`src/rtl/paddle_collision_unit_if.sv`:
```
// Signal bundle between GameFSM / renderer side and the paddle collision unit.
// The master modport is the game side (buttons, ball state, game state);
// the slave modport is the collision unit itself.
interface paddle_collision_unit_if;
  logic       button0;
  logic       button1;
  logic       button2;
  logic       button3;
  logic [9:0] ballX;
  logic [8:0] ballY;
  logic [5:0] paddlewidth;
  logic [3:0] gamestate;
  logic [8:0] paddle1Y;
  logic [8:0] paddle2Y;
  logic       coll_L;
  logic       coll_T;
  logic       coll_R;
  logic       coll_B;
  logic       outofbounds;
  logic [1:0] whoscored;

  modport master (
    output button0, button1, button2, button3,
    output ballX, ballY, paddlewidth, gamestate,
    input  paddle1Y, paddle2Y,
    input  coll_L, coll_T, coll_R, coll_B,
    input  outofbounds, whoscored
  );

  modport slave (
    input  button0, button1, button2, button3,
    input  ballX, ballY, paddlewidth, gamestate,
    output paddle1Y, paddle2Y,
    output coll_L, coll_T, coll_R, coll_B,
    output outofbounds, whoscored
  );
endinterface

```
`src/rtl/paddle_collision_unit.sv`:
```
// Paddle position tracking and ball collision / scoring detection.
// Paddles move by PADDLE_STEP once every PADDLE_DIV cycles under button
// control; collision flags are registered each cycle; a small FSM raises
// outofbounds for exactly OOB_HOLD cycles per score and re-arms only after
// the game has gone back to IDLE.
module paddle_collision_unit #(
  parameter int SCREEN_W     = 640,
  parameter int SCREEN_H     = 480,
  parameter int BALL_SIZE    = 8,
  parameter int PADDLE_X1    = 16,
  parameter int PADDLE_X2    = 616,
  parameter int PADDLE_THICK = 8,
  parameter int PADDLE_DIV   = 250000,
  parameter int PADDLE_STEP  = 2,
  parameter int OOB_HOLD     = 30000000
) (
  input logic                    clk,
  input logic                    reset,
  paddle_collision_unit_if.slave bus
);

  localparam int DIV_W  = (PADDLE_DIV > 1) ? $clog2(PADDLE_DIV) : 1;
  localparam int HOLD_W = (OOB_HOLD > 1) ? $clog2(OOB_HOLD) : 1;

  localparam logic [DIV_W-1:0]  DIV_LAST  = DIV_W'(PADDLE_DIV - 1);
  localparam logic [HOLD_W-1:0] HOLD_LOAD = HOLD_W'(OOB_HOLD - 1);

  localparam logic [9:0]  STEP10   = 10'(PADDLE_STEP);
  localparam logic [9:0]  SCR_H10  = 10'(SCREEN_H);
  localparam logic [8:0]  PAD_INIT = 9'd220;

  localparam logic [10:0] BS11     = 11'(BALL_SIZE);
  localparam logic [10:0] BOT_LIM  = 11'(SCREEN_H - 1);
  localparam logic [10:0] X1_11    = 11'(PADDLE_X1);
  localparam logic [10:0] X1_FAR   = 11'(PADDLE_X1 + PADDLE_THICK);
  localparam logic [10:0] X2_11    = 11'(PADDLE_X2);
  localparam logic [10:0] X2_FAR   = 11'(PADDLE_X2 + PADDLE_THICK);

  localparam logic [9:0]  LEFT_LIM  = 10'd3;
  localparam logic [9:0]  WRAP_LIM  = 10'(SCREEN_W);
  localparam logic [9:0]  RIGHT_LIM = 10'(SCREEN_W - BALL_SIZE - 4);

  localparam logic [1:0] ST_ARMED = 2'd0;
  localparam logic [1:0] ST_HOLD  = 2'd1;
  localparam logic [1:0] ST_WAIT  = 2'd2;

  // Next paddle position for one tick: step, floor at 0, ceiling at
  // SCREEN_H - paddlewidth. The ceiling is applied even with no button so a
  // shrinking paddle pulls the paddle back on screen.
  function automatic logic [8:0] paddle_next(input logic [8:0] y,
                                             input logic       up,
                                             input logic       dn,
                                             input logic [5:0] pw);
    logic [9:0] y10;
    logic [9:0] ceil10;
    logic [9:0] cand;
    y10    = {1'b0, y};
    ceil10 = SCR_H10 - {4'd0, pw};
    if (up && !dn) begin
      if (y10 >= STEP10) begin
        cand = y10 - STEP10;
      end else begin
        cand = 10'd0;
      end
    end else if (dn && !up) begin
      cand = y10 + STEP10;
    end else begin
      cand = y10;
    end
    if (cand > ceil10) begin
      cand = ceil10;
    end
    return 9'(cand);
  endfunction

  logic [DIV_W-1:0]  tick_q;
  logic              tick_s;
  logic [8:0]        paddle1_q, paddle1_d;
  logic [8:0]        paddle2_q, paddle2_d;
  logic              coll_l_q, coll_l_d;
  logic              coll_t_q, coll_t_d;
  logic              coll_r_q, coll_r_d;
  logic              coll_b_q, coll_b_d;
  logic [1:0]        state_q, state_d;
  logic [HOLD_W-1:0] hold_q, hold_d;
  logic              oob_q, oob_d;
  logic [1:0]        who_q, who_d;

  logic              active_s;
  logic              left_exit_s;
  logic              right_exit_s;
  logic [10:0]       bx11_s;
  logic [10:0]       by11_s;
  logic [10:0]       pw11_s;
  logic [10:0]       p1_11_s;
  logic [10:0]       p2_11_s;

  assign tick_s       = (tick_q == DIV_LAST);
  assign active_s     = (bus.gamestate != 4'd0);
  assign left_exit_s  = (bus.ballX <= LEFT_LIM) || (bus.ballX >= WRAP_LIM);
  assign right_exit_s = (bus.ballX >= RIGHT_LIM);

  assign bx11_s  = {1'b0, bus.ballX};
  assign by11_s  = {2'b00, bus.ballY};
  assign pw11_s  = {5'd0, bus.paddlewidth};
  assign p1_11_s = {2'b00, paddle1_q};
  assign p2_11_s = {2'b00, paddle2_q};

  // Free-running paddle tick divider, wraps after PADDLE_DIV-1.
  always_ff @(posedge clk or negedge reset) begin
    if (!reset) begin
      tick_q <= {DIV_W{1'b0}};
    end else if (tick_s) begin
      tick_q <= {DIV_W{1'b0}};
    end else begin
      tick_q <= tick_q + DIV_W'(1);
    end
  end

  // Paddle next-state: only moves in the tick cycle.
  always_comb begin
    paddle1_d = paddle1_q;
    paddle2_d = paddle2_q;
    if (tick_s) begin
      paddle1_d = paddle_next(paddle1_q, bus.button0, bus.button1, bus.paddlewidth);
      paddle2_d = paddle_next(paddle2_q, bus.button2, bus.button3, bus.paddlewidth);
    end else begin
      paddle1_d = paddle1_q;
      paddle2_d = paddle2_q;
    end
  end

  // Paddle position registers.
  always_ff @(posedge clk or negedge reset) begin
    if (!reset) begin
      paddle1_q <= PAD_INIT;
      paddle2_q <= PAD_INIT;
    end else begin
      paddle1_q <= paddle1_d;
      paddle2_q <= paddle2_d;
    end
  end

  // Collision flag next-state; everything suppressed while the game is idle.
  always_comb begin
    coll_l_d = 1'b0;
    coll_t_d = 1'b0;
    coll_r_d = 1'b0;
    coll_b_d = 1'b0;
    if (active_s) begin
      coll_t_d = (by11_s <= 11'd1);
      coll_b_d = (by11_s + BS11 >= BOT_LIM);
      coll_l_d = (bx11_s <= X1_FAR) && (bx11_s + BS11 > X1_11) &&
                 (by11_s + BS11 > p1_11_s) && (by11_s < p1_11_s + pw11_s);
      coll_r_d = (bx11_s + BS11 >= X2_11) && (bx11_s < X2_FAR) &&
                 (by11_s + BS11 > p2_11_s) && (by11_s < p2_11_s + pw11_s);
    end else begin
      coll_l_d = 1'b0;
      coll_t_d = 1'b0;
      coll_r_d = 1'b0;
      coll_b_d = 1'b0;
    end
  end

  // Collision flag registers.
  always_ff @(posedge clk or negedge reset) begin
    if (!reset) begin
      coll_l_q <= 1'b0;
      coll_t_q <= 1'b0;
      coll_r_q <= 1'b0;
      coll_b_q <= 1'b0;
    end else begin
      coll_l_q <= coll_l_d;
      coll_t_q <= coll_t_d;
      coll_r_q <= coll_r_d;
      coll_b_q <= coll_b_d;
    end
  end

  // Score FSM next-state: detect exit, hold outofbounds, wait for IDLE.
  always_comb begin
    state_d = state_q;
    hold_d  = hold_q;
    oob_d   = oob_q;
    who_d   = who_q;
    case (state_q)
      ST_ARMED: begin
        if (active_s && left_exit_s) begin
          who_d   = 2'b10;
          oob_d   = 1'b1;
          hold_d  = HOLD_LOAD;
          state_d = ST_HOLD;
        end else if (active_s && right_exit_s) begin
          who_d   = 2'b01;
          oob_d   = 1'b1;
          hold_d  = HOLD_LOAD;
          state_d = ST_HOLD;
        end else begin
          state_d = ST_ARMED;
        end
      end
      ST_HOLD: begin
        if (hold_q == {HOLD_W{1'b0}}) begin
          oob_d   = 1'b0;
          state_d = ST_WAIT;
        end else begin
          hold_d  = hold_q - HOLD_W'(1);
        end
      end
      ST_WAIT: begin
        if (!active_s) begin
          state_d = ST_ARMED;
        end else begin
          state_d = ST_WAIT;
        end
      end
      default: begin
        oob_d   = 1'b0;
        state_d = ST_ARMED;
      end
    endcase
  end

  // Score FSM registers.
  always_ff @(posedge clk or negedge reset) begin
    if (!reset) begin
      state_q <= ST_ARMED;
      hold_q  <= {HOLD_W{1'b0}};
      oob_q   <= 1'b0;
      who_q   <= 2'b00;
    end else begin
      state_q <= state_d;
      hold_q  <= hold_d;
      oob_q   <= oob_d;
      who_q   <= who_d;
    end
  end

  assign bus.paddle1Y    = paddle1_q;
  assign bus.paddle2Y    = paddle2_q;
  assign bus.coll_L      = coll_l_q;
  assign bus.coll_T      = coll_t_q;
  assign bus.coll_R      = coll_r_q;
  assign bus.coll_B      = coll_b_q;
  assign bus.outofbounds = oob_q;
  assign bus.whoscored   = who_q;

endmodule

```
`src/flat_wrapper.sv`:
```
// flat-port wrapper written by rule: the top's interface ports become plain ports
module paddle_collision_unit_flat 
#(
  parameter int SCREEN_W     = 640,
  parameter int SCREEN_H     = 480,
  parameter int BALL_SIZE    = 8,
  parameter int PADDLE_X1    = 16,
  parameter int PADDLE_X2    = 616,
  parameter int PADDLE_THICK = 8,
  parameter int PADDLE_DIV   = 250000,
  parameter int PADDLE_STEP  = 2,
  parameter int OOB_HOLD     = 30000000
)
  (clk, reset, bus_button0, bus_button1, bus_button2, bus_button3, bus_ballX, bus_ballY, bus_paddlewidth, bus_gamestate, bus_paddle1Y, bus_paddle2Y, bus_coll_L, bus_coll_T, bus_coll_R, bus_coll_B, bus_outofbounds, bus_whoscored);
  paddle_collision_unit_if bus_i ();
  input logic clk;
  input logic reset;
  input wire logic [$bits(bus_i.button0)-1:0] bus_button0;
  input wire logic [$bits(bus_i.button1)-1:0] bus_button1;
  input wire logic [$bits(bus_i.button2)-1:0] bus_button2;
  input wire logic [$bits(bus_i.button3)-1:0] bus_button3;
  input wire logic [$bits(bus_i.ballX)-1:0] bus_ballX;
  input wire logic [$bits(bus_i.ballY)-1:0] bus_ballY;
  input wire logic [$bits(bus_i.paddlewidth)-1:0] bus_paddlewidth;
  input wire logic [$bits(bus_i.gamestate)-1:0] bus_gamestate;
  output wire logic [$bits(bus_i.paddle1Y)-1:0] bus_paddle1Y;
  output wire logic [$bits(bus_i.paddle2Y)-1:0] bus_paddle2Y;
  output wire logic [$bits(bus_i.coll_L)-1:0] bus_coll_L;
  output wire logic [$bits(bus_i.coll_T)-1:0] bus_coll_T;
  output wire logic [$bits(bus_i.coll_R)-1:0] bus_coll_R;
  output wire logic [$bits(bus_i.coll_B)-1:0] bus_coll_B;
  output wire logic [$bits(bus_i.outofbounds)-1:0] bus_outofbounds;
  output wire logic [$bits(bus_i.whoscored)-1:0] bus_whoscored;
  assign bus_i.button0 = bus_button0;
  assign bus_i.button1 = bus_button1;
  assign bus_i.button2 = bus_button2;
  assign bus_i.button3 = bus_button3;
  assign bus_i.ballX = bus_ballX;
  assign bus_i.ballY = bus_ballY;
  assign bus_i.paddlewidth = bus_paddlewidth;
  assign bus_i.gamestate = bus_gamestate;
  assign bus_paddle1Y = bus_i.paddle1Y;
  assign bus_paddle2Y = bus_i.paddle2Y;
  assign bus_coll_L = bus_i.coll_L;
  assign bus_coll_T = bus_i.coll_T;
  assign bus_coll_R = bus_i.coll_R;
  assign bus_coll_B = bus_i.coll_B;
  assign bus_outofbounds = bus_i.outofbounds;
  assign bus_whoscored = bus_i.whoscored;
  paddle_collision_unit #(.SCREEN_W(SCREEN_W), .SCREEN_H(SCREEN_H), .BALL_SIZE(BALL_SIZE), .PADDLE_X1(PADDLE_X1), .PADDLE_X2(PADDLE_X2), .PADDLE_THICK(PADDLE_THICK), .PADDLE_DIV(PADDLE_DIV), .PADDLE_STEP(PADDLE_STEP), .OOB_HOLD(OOB_HOLD)) u_core (.clk(clk), .reset(reset), .bus(bus_i));
endmodule
```
`config.mk`:
```
export PLATFORM = sky130hd
export DESIGN_NAME = paddle_collision_unit_flat
export DESIGN_NICKNAME = d
export VERILOG_FILES = /design/src/rtl/paddle_collision_unit_if.sv /design/src/rtl/paddle_collision_unit.sv /design/src/flat_wrapper.sv
export SDC_FILE = /design/constraint.sdc
export NUM_CORES = 1
export LEC_CHECK = 0
export ABC_AREA = 1
export CORE_ASPECT_RATIO = 0.7
export CORE_MARGIN = 2
export CORE_UTILIZATION = 28
export DETAILED_ROUTE_END_ITERATION = 8
export HOLD_SLACK_MARGIN = 0.08
export MAX_ROUTING_LAYER = met4
export PLACE_DENSITY = 0.5
export SLEW_MARGIN = 20
export SYNTH_ARGS = -nofsm -noshare
export SYNTH_HDL_FRONTEND = slang
export SYNTH_SLANG_ARGS = --single-unit
```
`constraint.sdc`:
```
create_clock -name clk -period 4.8 [get_ports clk]
set_input_delay 0.96 -clock clk [delete_from_list [all_inputs] [get_ports clk]]
set_output_delay 0.96 -clock clk [all_outputs]
set_load 0.1 [all_outputs]
```
==> impl_metrics.json <==
{
  "yosys.cell_types.count": 40,
  "synth_top_family_by_area": "simple AND/OR/NAND/NOR gates",
  "setup_tns_ps": 0,
  "synth_fa_ha_area_share_pct": 14.04,
  "antenna_left": 0,
  "dp_cells": 1376,
  "synthMuxAreaShare_pct": 0,
  "coreArea_um2": 23700,
  "grt_max_degree": 41,
  "vias": 6719,
  "worstMarginPinSlew_ps": 1013,
  "area_growth_pct": 17.98,
  "diodes": 0,
  "layout.nets": 1179,
  "totalWireLength_mm": 20.44,
  "maxCapViolations": 0,
  "clk_latency_ps": 350,
  "skew_ps": 5.259,
  "crit_type": "input pin to register",
  "syn_area_um2": 6790,
  "gp_congestion": 0.9135,
  "cts_sinks": 70,
  "timing.final.crit_period_ps": 4017,
  "grt.overflow.total": 0,
  "wire_per_inst_um": 14.68,
  "register_area_um2": 1764,
  "cts_tree": "done",
  "rows": 47,
  "fin_cells": 1392,
  "htreeDepth": 3,
  "synth_compound_area_share_pct": 10.01,
  "cts_max_path_buffers": 2,
  "pin_count": 60,
  "grt_pass1_vias": 5999,
  "p_per_area_nw_per_um2": 266.7,
  "crit_path_max_fanout": 10,
  "grt_use_met1_pct": 27.65,
  "maxSlewViolCount": 0,
  "hp-class": "register to register",
  "clkSlewWorstSetupHoldPaths_ps": 60,
  "fillers": 2542,
  "avgSynthCellArea_um2": 6.710,
  "post_cts_buffers": 0,
  "gr-usage-met3_pct": 3.898,
  "slew_headroom_pct": 32.28,
  "syn_inst": 1012,
  "fmax_mhz": 248.9,
  "busiest_layer": "met1",
  "ys_seq_area_share_pct": 25.98,
  "yosys.area_share.simple_pct": 34.48,
  "drive_above_1_share_pct": 4.097,
  "status": "completed",
  "design_power_total_mw": 2.137,
  "crit_path_end_kind": "register",
  "hold_buffers": 0,
  "track_usage_pct": 17.08,
  "die_y_um": 134.3,
  "fin_crit_sh_pct": 83.69,
  "ys_ff_latch": 70,
  "start_kind": "input pin",
  "rsz0062_at_grt": "no",
  "via_per_inst": 4.827,
  "cp_data_arrival_time_ps": 4250,
  "die_area_um2": 25530,
  "required_ps": 5030,
  "p_leak_nw": 4.044,
  "grt_pass1_wl_mm": 33.20,
  "root_buffer": "clkbuf_16",
  "final_hold_viol_count": 0,
  "start_util_pct": 28.65,
  "antenna_found_initial": 0,
  "met2_usage_pct": 20.56,
  "io_buffers": 59,
  "synth_xor_area_share_pct": 6.707,
  "hpwl_mm": 15.95,
  "cts_resized": 0,
  "multi_input_area_um2": 4429,
  "die_w_um": 190.1,
  "drtIter0Drc": 493,
  "drc": 0,
  "peakVddDrop_mv": 0.2565,
  "syn-num-nets": 1122,
  "firstDrtPassIters": 8,
  "yosysWarnings": 0,
  "numCtsBuffers": 9,
  "setup_viol": 0
}
==> final cells by class <==
cell class	count	share of cell area, %
flip-flops and latches	70	22.02
clock buffers	13	3.248
repair buffers	63	7.715
inverters	133	6.231
well taps	318	4.966
multi-input cells	792	55.29
clock inverters	3	0.5310
==> Yosys cell counts, drive strengths merged <==
cell       n  area (um^2)
a21o       2        15.01
a21oi     42        214.0
a22oi      2        15.01
a31o       2        17.52
a31oi      7        43.79
a41oi      1        8.760
buf       12        78.82
clkbuf     5        18.77
clkinv     1        3.750
dfrtp     60         1501
dfstp     10        262.8
fa         2        40.04
ha        73        913.4
inv      132        495.5
nand2    270         1033
nand3    114        570.6
nand3b     2        15.01
nand4     23        143.9
nor2     114        437.9
nor3      17        90.09
nor4       8        50.05
o2111ai    1        8.760
o211ai     9        67.56
o21a       3        22.52
o21ai     45        240.2
o221ai     2        17.52
o32ai      1        8.760
xnor2     10        87.58
xor2      42        367.9
==> placed cells by master (no fill, tap or decap), drive strengths merged, types with 2 or more instances in the layout <==
| cell type | instances |
|---|---|
| o221ai | 2 |
| a21o | 2 |
| xnor2 | 10 |
| nand4 | 23 |
| clkdlybuf4s50 | 58 |
| xor2 | 42 |
| nor3 | 17 |
| a22oi | 2 |
| clkinv | 2 |
| dfrtp | 60 |
| fa | 2 |
| o211ai | 9 |
| nand3b | 2 |
| buf | 5 |
| a21oi | 42 |
| nor2 | 114 |
| ha | 73 |
| dfstp | 10 |
| nand3 | 114 |
| clkbuf | 13 |
| a31o | 2 |
| inv | 132 |
| o21a | 3 |
| nor4 | 8 |
| nand2 | 270 |
| o21ai | 45 |
| a31oi | 7 |
==> worst max-delay path: stages <==
cell and delay (ps):
clkdlybuf4s50_1 500, inv_1 50, nand2_1 300, clkinv_1 370, nand2_1 180, nand2_1 80, o211ai_1 230, inv_1 70
ha_1 290, nand2_1 60, nor2_1 150, nand2_1 70, nand3_1 70, nand2_1 50, nand2_1 50, nand2_1 60
nor2_1 130, nand2_2 160, nand2_2 180, nand2_1 70, nand3_1 100, nand2_1 70
==> cell families (layout without fill, tap and decap cells) <==
logic type | after synthesis | count (layout)
xor gates and xnor gates | 52 | 52
AOI/OAI and AO/OA | 117 | 117
and+or+nand+nor | 548 | 548
DFF | 70 | 70
adders and majority gates | 75 | 75
buffers and inverters | 150 | 212
==> worst paths after layout <==
| kind | start | endpoint | slack, ps | depth (start not counted) |
|---|---|---|---|---|
| min reg2reg | u_core.bus.outofbounds$_DFFE_PN0P_ | u_core.bus.outofbounds$_DFFE_PN0P_ | 470 | 2 |
| max reg2reg | u_core.bus.paddle1Y[1]$_DFFE_PN0N_ | u_core.bus.paddle1Y[5]$_DFFE_PN0N_ | 1230 | 22 |
| min in group asynchronous | reset | u_core.bus.coll_R$_DFF_PN0_ | 540 | 1 |
| max in group asynchronous | reset | u_core.bus.paddle2Y[3]$_DFFE_PN1N_ | 3340 | 2 |
| min | u_core.bus.outofbounds$_DFFE_PN0P_ | u_core.bus.outofbounds$_DFFE_PN0P_ | 470 | 2 |
| max | bus_button1 | u_core.bus.paddle1Y[5]$_DFFE_PN0N_ | 780 | 22 |
==> sequential cells by signal, indices dropped and copies added, names as in the netlist <==
signal / count
u_core.bus.coll_T: 1
u_core.bus.coll_R: 1
u_core.bus.outofbounds: 1
u_core.hold_q: 25
u_core.bus.whoscored: 2
u_core.bus.coll_B: 1
u_core.bus.paddle1Y: 9
u_core.tick_q: 18
u_core.state_q: 2
u_core.bus.coll_L: 1
u_core.bus.paddle2Y: 9
==> routing by layer <==
| metal | up-vias | wire (um) | part of all wire [%] |
|---|---|---|---|
| met5 | - | 0 | 0 |
| met4 | 0 | 146 | 0.71 |
| met1 | 3079 | 11760 | 58 |
| li1 | 3447 | - | - |
| met3 | 10 | 1412 | 6.9 |
| met2 | 183 | 7122 | 35 |
==> where the power goes <==
group | leakage (nW) | internal, mW | switching (mW)
Clock | 0.146 | 0.430 | 0.263
Combinational | 3.07 | 0.235 | 0.466
Sequential | 0.825 | 0.665 | 0.0781
==> metrics by stage <==
stage	hold WS (ps)	area, um^2	setup WS [ps]	util, %
after floorplan	434.1	6790	1392	-
after global placement	461.5	7709	505.5	32.53
after detailed placement	462.2	7709	514.6	32.53
after CTS	476.6	8011	871.8	33.81
after global routing	514.9	8011	583.6	33.81
final	468.6	8011	783.0	33.81
(Power assumes the default switching activity.)
